### src/rtl/muldiv_unit.sv
// muldiv_unit: iterative 32-bit MIPS multiply/divide unit owning HI/LO.
// Optional divider datapath enabled by defining MULDIV_DIV_EN.
module muldiv_unit (
   input  logic        clk,
   input  logic        rst_n,
   input  logic        start,
   input  logic [2:0]  op,
   input  logic [31:0] busA,
   input  logic [31:0] busB,
   output logic        busy,
   output logic        done,
   output logic        div_by_zero,
   output logic [31:0] hi,
   output logic [31:0] lo
);

   typedef enum logic [1:0] {
      S_IDLE = 2'd0,
      S_CALC = 2'd1,
      S_SIGN = 2'd2
   } state_t;

   localparam logic [2:0] OP_MULT  = 3'b000;
   localparam logic [2:0] OP_MULTU = 3'b001;
   localparam logic [2:0] OP_MTHI  = 3'b100;
   localparam logic [2:0] OP_MTLO  = 3'b101;
`ifdef MULDIV_DIV_EN
   localparam logic [2:0] OP_DIV   = 3'b010;
   localparam logic [2:0] OP_DIVU  = 3'b011;
`endif

   state_t      state_q, state_d;
   logic [4:0]  cnt_q, cnt_d;
   logic [31:0] b_q, b_d;
   logic [63:0] acc_q, acc_d;
   logic        neg_q, neg_d;
   logic [31:0] hi_q, hi_d;
   logic [31:0] lo_q, lo_d;
   logic        busy_q, busy_d;
   logic        done_q, done_d;

   logic        mul_req;
   logic        div_req;
   logic        idle;
   logic        go;
   logic        sgn_op;
   logic [31:0] abs_a;
   logic [31:0] abs_b;
   logic [32:0] mul_sum;
   logic [63:0] mul_next;
   logic [63:0] prod;

`ifdef MULDIV_DIV_EN
   logic        is_div_q, is_div_d;
   logic        neg_rem_q, neg_rem_d;
   logic [31:0] orig_a_q, orig_a_d;
   logic        dz_q, dz_d;
   logic [32:0] div_shift;
   logic [32:0] div_diff;
   logic [63:0] div_next;
   assign div_req = (op == OP_DIV) || (op == OP_DIVU);
`else
   assign div_req = 1'b0;
`endif

   assign mul_req = (op == OP_MULT) || (op == OP_MULTU);
   assign idle    = (state_q == S_IDLE);
   assign go      = idle && start && (mul_req || div_req);
   // MULT and DIV both have op[0] clear
   assign sgn_op  = ~op[0];
   assign abs_a   = (sgn_op && busA[31]) ? (32'd0 - busA) : busA;
   assign abs_b   = (sgn_op && busB[31]) ? (32'd0 - busB) : busB;

   // Shift-add step: conditional add into the upper half, then shift right
   always_comb begin
      mul_sum  = {1'b0, acc_q[63:32]} + (acc_q[0] ? {1'b0, b_q} : 33'd0);
      mul_next = {mul_sum, acc_q[31:1]};
      prod     = neg_q ? (64'd0 - acc_q) : acc_q;
   end

`ifdef MULDIV_DIV_EN
   // Restoring step: shift in next dividend bit, keep difference if no borrow
   always_comb begin
      div_shift = {acc_q[63:32], acc_q[31]};
      div_diff  = div_shift - {1'b0, b_q};
      if (div_diff[32])
         div_next = {div_shift[31:0], acc_q[30:0], 1'b0};
      else
         div_next = {div_diff[31:0], acc_q[30:0], 1'b1};
   end
`endif

   // State register
   always_ff @(posedge clk or negedge rst_n) begin
      if (!rst_n) state_q <= S_IDLE;
      else        state_q <= state_d;
   end

   // Next-state logic
   always_comb begin
      state_d = state_q;
      unique case (state_q)
         S_IDLE:  if (go) state_d = S_CALC;
         S_CALC:  if (cnt_q == 5'd31) state_d = S_SIGN;
         S_SIGN:  state_d = S_IDLE;
         default: state_d = S_IDLE;
      endcase
   end

   // Datapath and output next values per state
   always_comb begin
      cnt_d  = cnt_q;
      b_d    = b_q;
      acc_d  = acc_q;
      neg_d  = neg_q;
      hi_d   = hi_q;
      lo_d   = lo_q;
      busy_d = busy_q;
      done_d = 1'b0;
`ifdef MULDIV_DIV_EN
      is_div_d  = is_div_q;
      neg_rem_d = neg_rem_q;
      orig_a_d  = orig_a_q;
      dz_d      = 1'b0;
`endif
      unique case (state_q)
         S_IDLE: begin
            if (go) begin
               // Multiplier or dividend goes in the low half, B held aside
               b_d    = abs_b;
               acc_d  = {32'd0, abs_a};
               cnt_d  = 5'd0;
               neg_d  = sgn_op && (busA[31] ^ busB[31]);
               busy_d = 1'b1;
`ifdef MULDIV_DIV_EN
               is_div_d  = div_req;
               neg_rem_d = sgn_op && busA[31];
               orig_a_d  = busA;
`endif
            end else if (start && op == OP_MTHI) begin
               hi_d = busA;
            end else if (start && op == OP_MTLO) begin
               lo_d = busA;
            end
         end
         S_CALC: begin
            cnt_d = cnt_q + 5'd1;
`ifdef MULDIV_DIV_EN
            acc_d = is_div_q ? div_next : mul_next;
`else
            acc_d = mul_next;
`endif
         end
         S_SIGN: begin
            busy_d = 1'b0;
            done_d = 1'b1;
            {hi_d, lo_d} = prod;
`ifdef MULDIV_DIV_EN
            if (is_div_q) begin
               if (b_q == 32'd0) begin
                  hi_d = orig_a_q;
                  lo_d = 32'hFFFF_FFFF;
                  dz_d = 1'b1;
               end else begin
                  lo_d = neg_q ? (32'd0 - acc_q[31:0]) : acc_q[31:0];
                  hi_d = neg_rem_q ? (32'd0 - acc_q[63:32]) : acc_q[63:32];
               end
            end
`endif
         end
         default: begin
            busy_d = 1'b0;
         end
      endcase
   end

   // Datapath and output registers
   always_ff @(posedge clk or negedge rst_n) begin
      if (!rst_n) begin
         cnt_q  <= 5'd0;
         b_q    <= 32'd0;
         acc_q  <= 64'd0;
         neg_q  <= 1'b0;
         hi_q   <= 32'd0;
         lo_q   <= 32'd0;
         busy_q <= 1'b0;
         done_q <= 1'b0;
`ifdef MULDIV_DIV_EN
         is_div_q  <= 1'b0;
         neg_rem_q <= 1'b0;
         orig_a_q  <= 32'd0;
         dz_q      <= 1'b0;
`endif
      end else begin
         cnt_q  <= cnt_d;
         b_q    <= b_d;
         acc_q  <= acc_d;
         neg_q  <= neg_d;
         hi_q   <= hi_d;
         lo_q   <= lo_d;
         busy_q <= busy_d;
         done_q <= done_d;
`ifdef MULDIV_DIV_EN
         is_div_q  <= is_div_d;
         neg_rem_q <= neg_rem_d;
         orig_a_q  <= orig_a_d;
         dz_q      <= dz_d;
`endif
      end
   end

   assign busy = busy_q;
   assign done = done_q;
   assign hi   = hi_q;
   assign lo   = lo_q;
`ifdef MULDIV_DIV_EN
   assign div_by_zero = dz_q;
`else
   assign div_by_zero = 1'b0;
`endif

endmodule

### config.mk
export PLATFORM = sky130hd
export DESIGN_NAME = muldiv_unit
export DESIGN_NICKNAME = d
export VERILOG_FILES = /design/src/rtl/muldiv_unit.sv
export SDC_FILE = /design/constraint.sdc
export NUM_CORES = 1
export LEC_CHECK = 0
export BUFFER_PORTS_ARGS = -buffer_cell sky130_fd_sc_hd__buf_4
export CORE_MARGIN = 10
export CORE_UTILIZATION = 60
export CTS_CLUSTER_DIAMETER = 50
export CTS_CLUSTER_SIZE = 24
export DETAILED_ROUTE_END_ITERATION = 12
export GPL_ROUTABILITY_DRIVEN = 0
export PLACE_DENSITY_LB_ADDON = 0.08
export SLEW_MARGIN = 0
export SYNTH_ARGS = -nofsm -noshare
export SYNTH_HDL_FRONTEND = slang
export SYNTH_SLANG_ARGS = --single-unit
### constraint.sdc
create_clock -name clk -period 3.37 [get_ports clk]
set_input_delay 0 -clock clk [delete_from_list [all_inputs] [get_ports clk]]
set_output_delay 0 -clock clk [all_outputs]
set_load 0.02 [all_outputs]
[Word level (Yosys, flattened, before mapping)]
Index checks and enable logic that the tools add are counted.
Word-level totals
  bits in writable memories: 0
  flip-flop bits (word level): 170
  bits in read-only memories: 0
  memories kept: 0
  word-level logic and storage cells: 68
  output and inout bits: 67
  input bits: 70
  latch bits: 0
Operators by class
  multiplexer cells: 21
  $add $sub $neg: 5
  multiply operators: 0
  equality and inequality tests: 12
  reductions and logical operators: 18
  order comparisons: 0
  shift operators: 0
  bitwise operators: 3
  divide/modulo/power cells: 0
Operators with widths (number)
  2-to-1 mux 32 bit: 8
  2-to-1 mux 64 bit: 2
  case mux 32 bit (2 select lines): 2
  case mux 64 bit (2 select lines): 1
  subtractor 1 x 32 -> 32 bit (first input constant): 2
  subtractor 1 x 64 -> 64 bit (first input constant): 1
  adder 32 x 32 -> 33 bit: 1
  case mux 5 bit (2 select lines): 1
  AND reduction 2 bit: 4
  logical AND 1 bit: 7
  equality test 3 bit (second input constant): 2
  != test 2 x 1 -> 1 bit (second input constant): 3
  != test 2 bit (second input constant): 3
  adder 5 x 1 -> 5 bit (second input constant): 1
  equality test 5 bit (second input constant): 1
  2-to-1 mux 5 bit: 1
  2-to-1 mux 2 bit: 2
  case mux 2 bit (2 select lines): 1
  AND reduction 4 bit: 1
  nonzero test 2 bit: 2
  equality test 3 x 1 -> 1 bit (second input constant): 1
  logical NOT 3 bit: 1
  AND reduction 3 bit: 1
  equality test 2 x 1 -> 1 bit (second input constant): 1
  7 further kinds: 9

[Longest topological paths before layout]
Gate-level depths: netlist (run 1).
  word-level depth: 6
  depth in mapped cells: 14
  depth with buffers taken out: 12

[Least setup slack after synthesis (run 1)]
No wires, ideal clock.
  kind: reg-to-reg
  from: register acc_q[0]
  to: register hi_q[24], in the netlist hi[24]
  stages on the path, launching flop included: 14
  data required time: 3.276 ns
  clock period less this slack: 3.055 ns
  buffers on the path: 3
  setup slack: 0.315 ns
  library setup time: 0.094 ns
  arrival time: 2.961 ns
  cells stage by stage: dfrtp_1 buf_2 clkbuf_1 inv_1 ha_1 or3b_2 clkbuf_1 nor4_2 nand2_1 or4_1 nor2_1 nand3_1 mux2i_1 a211oi_1
On the way
  cells in the longest elaborated chain, start to end: 3
RTL lines
  from (decl): line 35  | logic [63:0] acc_q, acc_d;
  from (signal assigned): line 182  | acc_q <= 64'd0;
  from (signal assigned): line 197  | acc_q <= acc_d;
  subtractor 1 x 64 -> 64 bit: line 78  | prod = neg_q ? (64'd0 - acc_q) : acc_q;
  2-to-1 mux 64 bit: line 78
  case mux 32 bit (2 select lines): line 126  | unique case (state_q)
  to (signal assigned): line 199  | hi_q <= hi_d;
  to (decl): line 37  | logic [31:0] hi_q, hi_d;
No other way between the ends.
A chain may end at the register's enable or synchronous reset.

[Final worst setup path (run 1)]
Ends and elaborated chain as after synthesis.

==> impl_metrics.py, run 1 <==
metrics = {
    "run_status": {
        "status": "complete, no violations",
    },
    "finish": {
        "multi_input_area_um2": 6780,
        "utilization_pct": 75.4,
        "diodes": 0,
        "area_growth_pct": 23.4,
        "fill_cells": 1387,
        "drive_gt1_share_pct": 15.0,
        "fin_cells": 1777,
        "seq_area_um2": 4250,
        "layout.nets": 1638,
    },
    "yosys": {
        "yosysSeqAreaShare_pct": 37.2,
        "ys_ff_latch": 170,
        "synth_xor_area_share_pct": 9.81,
        "synth_compound_area_share_pct": 24.5,
        "synth_top_family_by_area": "compound AO/OA/AOI/OAI gates",
        "synth_mux_area_share_pct": 0.964,
        "synth-edff-count": 0,
        "synth_ff_type": "dfrtp_1",
        "syn_inst": 1352,
        "yosysWarnings": 0,
        "synth_area_um2": 11400,
        "async_flop_share_pct": 100,
        "synth_nets": 1460,
        "yosys.area_share.simple_pct": 19.5,
        "avgSynthCellArea_um2": 8.45,
        "synth_fa_ha_area_share_pct": 4.23,
        "yosysUniqueCellTypes": 68,
    },
    "die": {
        "rows": 50,
        "die_y_um": 158,
        "ios": 137,
        "core_area_um2": 18700,
        "die_w_um": 158,
        "die_area_um2": 25000,
        "start_util_pct": 61.1,
    },
    "routing": {
        "routed-via-count": 11300,
        "dr.pass1.iters": 6,
        "wirelength_um": 36100,
        "vias_per_cell": 6.37,
        "drtAntennaViolNets": 0,
        "drc_errors": 0,
        "post_drt_wl_per_cell_um": 20.3,
        "initialDrtViolationCount": 1346,
    },
    "power": {
        "p_comb_share_pct": 49.7,
        "p_sw_w": 0.00532,
        "p_clk_share_pct": 17.7,
        "peakVddDrop_mv": 0.401,
        "sw_frac_of_total_pct": 43.7,
        "pwr-share-seq_pct": 32.6,
        "leakagePower_nw": 6.10,
        "total_power_w": 0.0122,
        "power.density_nw_per_um2": 864,
        "p_int_w": 0.00685,
    },
    "place": {
        "pre_cts_ws_ns": 0.193,
        "numPlacedInstances": 1676,
        "numPortBuffers": 135,
        "hpwl_um": 25700,
    },
    "timing": {
        "finalCritPeriodShare_pct": 92.8,
        "worstMarginPinSlew_ns": 1.14,
        "setup_viol": 0,
        "layout_setup_ws_ns": 0.244,
        "fmax_mhz": 320,
        "slew_viol_final": 0,
        "hold_viol": 0,
        "max_slew_margin_pct": 23.7,
        "fin_worst_skew_ns": 0.00695,
        "fin_crit_ns": 3.13,
    },
    "critical_path": {
        "cp.arrival_ns": 3.47,
        "reg2reg_to": "hi[24]",
        "start_kind": "flop",
        "r2r_start": "acc_q[0]",
        "cp_max_fo": 7,
        "reg2reg_slack_ns": 0.24,
        "ff2ff_path_depth": 10,
        "endpoint_kind": "flop",
        "path_class": "flop to flop",
        "required_ns": 3.71,
    },
    "global_routing": {
        "grt-ovfl-total": 0,
        "grt_antenna_before_repair": 0,
        "grt_pass1_vias": 10900,
        "grt_pass1_wl_um": 57600,
        "grt_usage_pct": 29.0,
        "grt_max_degree": 73,
    },
    "cts": {
        "clockBufferDepth": 2,
        "cts_max_level": 4,
        "cts_root_buf": "clkbuf_16",
        "clk_pin_slew_worst_paths_ns": 0.07,
        "clk_latency_ns": 0.44,
        "numClockSinks": 170,
        "cts_tree": "built",
        "cts_made_buffers": 17,
    },
    "flow_run": {
        "max_cap_violations": 0,
    },
    "min_path": {
        "min_path_cells": 5,
        "min_from": "busB[1]",
        "hp-class": "input pin to flop",
        "hold-path-endpoint": "b_q[1]",
    },
}
==> power groups by stage <==
| stage | logic [W] | registers (W) | clock network (W) |
|---|---|---|---|
| final | 0.00605 | 0.00397 | 0.00215 |
| after floorplan | 0.00357 | 0.00413 | 0 |
| after global routing | 0.00667 | 0.00407 | 0.00225 |
| after CTS | 0.00599 | 0.00393 | 0.00216 |
| after detailed placement | 0.00588 | 0.00397 | 0 |
| after global placement | 0.00575 | 0.00394 | 0 |
==> registers in the layout, summed over array words and instances, names as in the netlist <==
register,cells
acc_q,64
b_q,32
lo,32
hi,32
cnt_q,5
neg_q,1
busy,1
state_q,2
done,1
==> cell usage after synthesis (all sizes together) (4+ instances only) <==
cell type	n	area [µm²]
o22ai	12	75.1
o21ai	182	911
a31oi	13	81.3
or4	15	120
nor3b	4	30.0
xor2	74	648
nand2	153	574
nand2b	15	93.8
nor3	26	135
o31ai	29	218
and2	34	213
nand3	30	155
nor2	82	315
a21oi	94	470
a22o	5	43.8
nand4	8	50.1
clkbuf	69	259
nor2b	11	68.8
nor4	19	174
a222oi	4	40.0
buf	15	66.3
mux2i	11	110
and3	5	31.3
a21o	17	128
dfrtp	170	4250
a21boi	6	45.1
a211oi	14	105
inv	26	97.6
a22oi	34	255
a32o	8	80.1
or3	19	119
xnor2	54	473
o41ai	11	96.3
ha	37	463
o211ai	5	37.5
==> worst max-delay path: stages (launching register included) <==
cell and delay, ns:
dfrtp_1 0.44, inv_1 0.09, ha_1 0.16, or3b_2 0.54, nor4_2 0.37, nand2_1 0.19, or4_1 0.57, nor2_1 0.17
nand3_1 0.11, mux2i_1 0.16, a211oi_1 0.24
==> final cells by class <==
cell class	count	share of cell area [%]
Timing Repair Buffer	243	14.3
Inverter	27	0.719
Clock buffer	22	3.43
Sequential cell	170	30.2
Multi-Input combinational cell	1071	48.1
Clock inverter	10	1.16
Tap cell	234	2.08
==> cell usage in the layout (no fill, tap or decap), types with 8 or more instances in the layout <==
cell type and instances:
o21ai_0 179, buf_4 171, dfrtp_1 170, nand2_1 153
a21oi_1 94, nor2_1 80, xor2_1 74, dlygate4sd3_1 69
xnor2_1 54, ha_1 37, and2_1 34, a22oi_1 34
o31ai_1 29, nand3_1 29, inv_1 26, nor3_1 25
or3_1 19, a21o_1 17, clkbuf_16 17, nand2b_1 14
a31oi_1 13, nor4_1 12, or4_1 12, o22ai_1 12
a211oi_1 12, o41ai_1 11, mux2i_1 11, nor2b_1 10
nand4_1 8, a32o_1 8
==> what timing repair did <==
action / CTS / global route
hold endpoints to repair: 183 / 0
buffers inserted: 0 / 0
endpoints found under the setup margin: 0 / 8
resized for setup: 0 / 3
hold buffers: 69 / 0
==> layer usage <==
layer	vias to the layer above	global-route usage, %	routed length [µm]
li1	5258	-	-
met1	5293	35.8	14100
met2	639	47.4	16900
met3	128	5.18	3350
met4	0	15.1	1780
met5	-	0	0
==> how the worst max path moves through the flow <==
stage	endpoint	cells past startpoint	start	slack (ns)
after floorplan	hi[24]	13	acc_q[0]	0.32
after global placement	acc_q[57]	12	acc_q[0]	0.30
final	hi[24]	10	acc_q[0]	0.24
after CTS	acc_q[57]	12	acc_q[0]	0.16
after global routing	acc_q[61]	13	acc_q[0]	-0.008
after detailed placement	acc_q[57]	12	acc_q[0]	0.19
==> cell families after synthesis <==
family / Yosys count
AOI/OAI and AO/OA: 458
adders and majority gates: 38
and+or+nand+nor: 435
buffers and inverters: 111
DFF: 170
xor gates and xnor gates: 128
other: 1
muxes: 11
==> stage by stage <==
stage | cell area (µm²) | setup TNS [ns] | hold slack (ns)
after global routing | 14100 | -0.00817 | 0.118
after floorplan | 11400 | 0 | -0.296
after CTS | 14100 | 0 | 0.00877
final | 14100 | 0 | 0.0118
after detailed placement | 12700 | 0 | 0.0534
after global placement | 12700 | 0 | 0.0514
(Power assumes the default switching activity.)
==> run 2, diff against run 1 <==
REMOVE_ABC_BUFFERS = 1   (was unset)
==> run 2 against run 1 <==
Die area unchanged. Final cell count shrank 0.51%. Sequential share of layout area grew 0.29 points. Worst hold slack gained 0.046 ns. Clock skew rose by 0.0012 ns. Count of clock-buffer cells in the layout fell by 2. Combinational power shrank 3%. Via count down 4.1%. Core utilization fell by 0.73 points. Critical path depth is 3 higher. Register-to-register slack about the same. Critical path type unchanged. Highest routed layer unchanged.
==> impl_metrics.py, run 2 (synthesis gave the netlist of run 1 again) <==
metrics = {
    "finish": {
        "top_register": "acc_q",
        "area_growth_pct": 22.2,
        "largest_reg_flops": 64,
        "final_area_um2": 14000,
        "drive_gt1_share_pct": 14.5,
        "layout_common_cells": "179 x o21ai_0, 170 x dfrtp_1, 160 x buf_4",
        "diodes": 0,
        "fin_cells": 1768,
        "final_common_cell": "o21ai_0",
        "layout.nets": 1629,
    },
    "timing": {
        "slew_viol_final": 0,
        "hold_viol": 0,
        "setup_viol": 0,
        "whs_ns": 0.0581,
        "fin_crit_ns": 3.13,
        "max_slew_margin_pct": 27.4,
        "worstMarginPinSlew_ns": 1.09,
        "rsz0062_at_grt": "no",
        "fin_worst_skew_ns": 0.00817,
        "fmax_mhz": 320,
        "finalCritPeriodShare_pct": 92.8,
    },
    "power": {
        "peakVddDrop_mv": 0.417,
        "power.density_nw_per_um2": 839,
        "leakagePower_nw": 6.02,
    },
    "run_status": {
        "status": "complete, no violations",
    },
    "critical_path": {
        "endpoint_kind": "flop",
        "reg2reg_slack_ns": 0.24,
        "r2r_start": "acc_q[0]",
        "reg2reg_to": "acc_q[57]",
        "startpoint": "acc_q[0]",
        "endpoint": "acc_q[57]",
        "start_kind": "flop",
        "required_ns": 3.74,
        "ff2ff_path_depth": 13,
        "cp_max_fo": 6,
        "path_class": "flop to flop",
        "cp.arrival_ns": 3.50,
    },
    "routing": {
        "post_drt_wl_per_cell_um": 18.5,
        "wirelength_um": 32800,
        "initialDrtViolationCount": 930,
        "drtAntennaViolNets": 0,
        "dr.pass1.iters": 6,
        "routed-via-count": 10900,
        "drc_errors": 0,
        "vias_per_cell": 6.14,
    },
    "flow_run": {
        "max_cap_violations": 0,
    },
    "cts": {
        "cts_max_level": 4,
        "cts_made_buffers": 17,
        "post-cts-setup-buffers": 0,
        "numClockSinks": 170,
        "clockBufferDepth": 2,
        "cts_tree": "built",
        "clk_latency_ns": 0.44,
        "cts_root_buf": "clkbuf_16",
        "clk_pin_slew_worst_paths_ns": 0.07,
    },
    "die": {
        "die_w_um": 158,
        "start_util_pct": 61.1,
        "rows": 50,
        "core_area_um2": 18700,
        "ios": 137,
        "die_y_um": 158,
        "die_area_um2": 25000,
    },
    "global_routing": {
        "grt_pass1_wl_um": 53400,
        "grt_usage_pct": 26.4,
        "grt-ovfl-total": 0,
        "grt_pass1_vias": 10700,
        "grt_max_degree": 95,
        "grt_antenna_before_repair": 0,
    },
    "place": {
        "numPortBuffers": 135,
        "numPlacedInstances": 1667,
        "hpwl_um": 23400,
        "place_area_um2": 12700,
    },
    "min_path": {
        "hp-class": "input pin to flop",
    },
}
[run 2: cell types whose count changed in the layout (fill, tap and decap cells not counted), sizes merged]
cell,previous run,this run
buf,174,165
bufinv,4,0
clkinvlp,1,4
clkbuf,22,20
inv,26,28
clkinv,6,7
[run 2: through the flow]
stage / power [W] / TNS (ns) / setup WS [ns] / util [%]
after floorplan: 0.00761 / -29.34 / -0.626 / -
after global placement: 0.00954 / 0 / 0.296 / 67.9
after detailed placement: 0.00969 / 0 / 0.199 / 67.9
after CTS: 0.0117 / 0 / 0.137 / 74.6
after global routing: 0.0126 / 0 / 0.00286 / 74.6
final: 0.0117 / 0 / 0.243 / 74.6
[run 2: worst min path at each step]
stage,startpoint,end,slack [ns],cells past startpoint
2_1_floorplan,rst_n,acc_q[0],-0.30,0
3_3_place_gp,rst_n,lo[7],0.14,1
3_5_place_dp,rst_n,lo[7],0.14,1
4_1_cts,busB[1],b_q[5],0.05,5
5_1_grt,busB[1],b_q[5],0.14,5
6_report,busB[1],b_q[1],0.06,5
[run 2: area by class of cell]
class	count	area, µm²
Multi-Input combinational cell	1071	6780
Fill cell	1397	4740
Sequential cell	170	4250
Timing Repair Buffer	234	1970
Clock buffer	20	467
Tap cell	234	293
Inverter	27	101
Clock inverter	12	92.6
[run 2: what timing repair did]
item | 4_1_cts | 5_1_grt
endpoints found under the setup margin | 0 | 5
gates resized for setup | 0 | 2
hold buffers | 69 | 0
endpoints found under the hold margin | 213 | 0
[run 2: per-layer routing]
metal / global-route usage (%) / part of all wire (%)
met5: 0 / 0
met4: 10.9 / 3.1
met3: 4.48 / 7.3
met2: 43.3 / 48
met1: 33.7 / 42
[run 2: worst max-delay path, cell delays in order, from the launching register on]
cell,delay (ns)
dfrtp_1,0.48
and2_1,0.18
ha_1,0.21
inv_1,0.07
fa_1,0.40
nor2b_1,0.16
o2111ai_1,0.14
a21oi_1,0.20
o31ai_1,0.11
buf_4,0.16
a211oi_2,0.25
o21ai_0,0.19
or4_1,0.43
nand3_1,0.08
[run 2: power breakdown]
part           switching [W]  leakage, nW  internal [W]  total (W)
logic                0.00337         3.65       0.00250    0.00587
clock network       0.000863        0.265       0.00101    0.00187
registers           0.000985         2.10       0.00299    0.00397
total                0.00522         6.02       0.00650     0.0117
==> run 3, diff against run 2 <==
CORE_UTILIZATION = 61   (was 60)
CTS_BUF_LIST = sky130_fd_sc_hd__clkbuf_4   (was unset)
RECOVER_POWER = 25   (was unset)
==> run 3 against run 2 <==
The run now ends with max-capacitance violations, max-slew violations left. Sequential share of layout area down 0.054 points. First-iteration DRC count decreased by 6.2%. Highest routed layer unchanged. Register-to-register slack got worse by 0.09 ns. Via count rose by 2.6%. Critical endpoint is now acc_q[49]. Maximum frequency is 2.7% lower.
==> impl_metrics.py, run 3 (synthesis gave the netlist of run 1 again) <==
metrics = {
    "cts": {
        "cts_root_buf": "clkbuf_4",
        "clk_pin_slew_worst_paths_ns": 0.16,
        "cts_tree": "built",
        "clk_latency_ns": 0.61,
        "cts_made_buffers": 17,
        "clockBufferDepth": 2,
        "numClockSinks": 170,
        "cts_max_level": 4,
    },
    "die": {
        "core_area_um2": 18200,
        "ios": 137,
        "die_area_um2": 24600,
        "die_w_um": 157,
        "die_y_um": 157,
        "rows": 49,
        "start_util_pct": 62.7,
    },
    "flow_run": {
        "max_cap_violations": 1,
    },
    "critical_path": {
        "endpoint_kind": "flop",
        "max_stage_delay_ns": 0.51,
        "required_ns": 3.82,
        "path_class": "flop to flop",
        "ff2ff_path_depth": 11,
        "r2r_start": "acc_q[0]",
        "start_kind": "flop",
        "crit_slowest_cell": "dfrtp_1",
        "cp.arrival_ns": 3.67,
        "cp_cell_sequence": "buf_6 -> and2_1 -> ha_1 -> a21o_1 -> a21oi_1 -> nand2b_1 -> o31ai_2 -> nand2_1 -> a21boi_0 -> xor2_1 -> o21ai_0",
        "reg2reg_slack_ns": 0.15,
        "reg2reg_to": "acc_q[49]",
        "cp_max_fo": 32,
    },
    "routing": {
        "post_drt_wl_per_cell_um": 18.7,
        "dr_wl_met3_um": 2640,
        "drtAntennaViolNets": 0,
        "dr.pass1.iters": 6,
        "met1Wirelength_um": 13900,
        "drc_errors": 0,
        "highest_layer": "met4",
        "vias_per_cell": 6.24,
        "wirelength_um": 33400,
        "routed-via-count": 11100,
        "route.met2.wl_um": 16000,
        "initialDrtViolationCount": 872,
    },
    "timing": {
        "whs_ns": 0.0945,
        "hold_viol": 0,
        "rsz0062_at_grt": "no",
        "fmax_mhz": 311,
        "fin_crit_ns": 3.22,
        "slew_viol_final": 119,
        "worstMarginPinSlew_ns": 3.03,
        "fin_worst_skew_ns": 0.0220,
        "finalCritPeriodShare_pct": 95.4,
        "max_slew_margin_pct": -102,
        "layout_setup_ws_ns": 0.155,
        "setup_viol": 0,
    },
    "finish": {
        "drive_gt1_share_pct": 14.4,
        "final_common_cell": "o21ai_0",
        "seq_area_um2": 4250,
        "layout.nets": 1651,
        "utilization_pct": 76.8,
        "layout_common_cells": "178 x o21ai_0, 170 x dfrtp_1, 157 x buf_4",
        "fin_cells": 1786,
        "largest_reg_flops": 64,
        "top_register": "acc_q",
        "fill_cells": 1313,
        "multi_input_area_um2": 6820,
        "area_growth_pct": 22.4,
    },
    "min_path": {
        "hp-class": "input pin to flop",
        "hold-path-endpoint": "cnt_q[4]",
        "min_path_cells": 5,
        "min_from": "start",
    },
    "place": {
        "hpwl_um": 23300,
        "numPlacedInstances": 1657,
        "numPortBuffers": 135,
        "pre_cts_ws_ns": 0.139,
    },
    "power": {
        "p_comb_share_pct": 52.5,
        "pwr-share-seq_pct": 35.1,
        "power.density_nw_per_um2": 805,
        "p_clk_share_pct": 12.5,
        "leakagePower_nw": 6.00,
        "p_int_w": 0.00610,
        "sw_frac_of_total_pct": 45.9,
        "p_sw_w": 0.00516,
        "peakVddDrop_mv": 0.459,
    },
    "global_routing": {
        "grt_pass1_wl_um": 55100,
        "grt_antenna_before_repair": 1,
        "grt-ovfl-total": 0,
        "grt_usage_pct": 27.3,
        "grt_max_degree": 120,
        "grt_pass1_vias": 10900,
    },
    "run_status": {
        "status": "complete, but fails checks",
        "violations": "max-capacitance violations, max-slew violations",
    },
}
## run 3: cell count changes in the layout (fill, tap and decap cells not counted), moves of 4 or more
cell	change
dlygate4sd3_1	+26
clkbuf_16	-17
clkbuf_4	+17
bufinv_16	+4
inv_6	+4
## run 3: metal layers
layer	GRT usage, %	vias to the layer above
met1	34.5	5294
met4	10.6	0
met3	5.59	82
met5	0	-
li1	-	5283
met2	45.1	483
## run 3: worst max path at each step
stage                           end  depth (start not counted)       start
after floorplan           acc_q[26]                          5  state_q[1]
after CTS                 acc_q[49]                         11    acc_q[0]
final                     acc_q[49]                         11    acc_q[0]
after global placement    acc_q[63]                         11    acc_q[0]
after detailed placement  acc_q[63]                         11    acc_q[0]
after global routing        b_q[31]                         11    busB[12]
## run 3: timing repair
| item | 4_1_cts | 5_1_grt |
|---|---|---|
| gates resized for setup | 0 | 9 |
| buffers inserted | 0 | 1 |
| setup endpoints to repair | 0 | 13 |
| hold endpoints to repair | 254 | 0 |
| hold buffers | 95 | 0 |
## run 3: final cells by class
| type | instances | area share [%] |
|---|---|---|
| multi-input combinational | 1071 | 48.7 |
| sequential | 170 | 30.4 |
| timing repair buffer | 256 | 15.6 |
| tap | 229 | 2.05 |
| clock inverter | 15 | 1.51 |
| clock buffer | 17 | 0.913 |
| inverter | 27 | 0.725 |
| antenna | 1 | 0.0179 |
## run 3: power by group through the flow
stage                     logic, W  registers (W)  clock network (W)
after detailed placement   0.00569        0.00396                  0
after CTS                  0.00583        0.00391            0.00141
final                      0.00591        0.00395            0.00140
after global routing       0.00657        0.00408            0.00149
after floorplan            0.00338        0.00423                  0
after global placement     0.00555        0.00393                  0
## run 3: worst max-delay path: cells and delay by family (launching register included)
kind | cells | cell delay (ns)
flops | 1 | 0.51
xor+xnor | 1 | 0.21
buf+inv | 1 | 0.25
compound gates | 5 | 1.35
simple gates | 3 | 0.46
fa+ha+maj | 1 | 0.27
## run 3: metrics by stage
stage          power (W)  cell area [µm²]  TNS (ns)
3_3_place_gp     0.00949            12600         0
6_report          0.0113            14000         0
2_1_floorplan    0.00761            11100    -29.34
3_5_place_dp     0.00965            12600         0
4_1_cts           0.0112            13900         0
5_1_grt           0.0121            14000         0
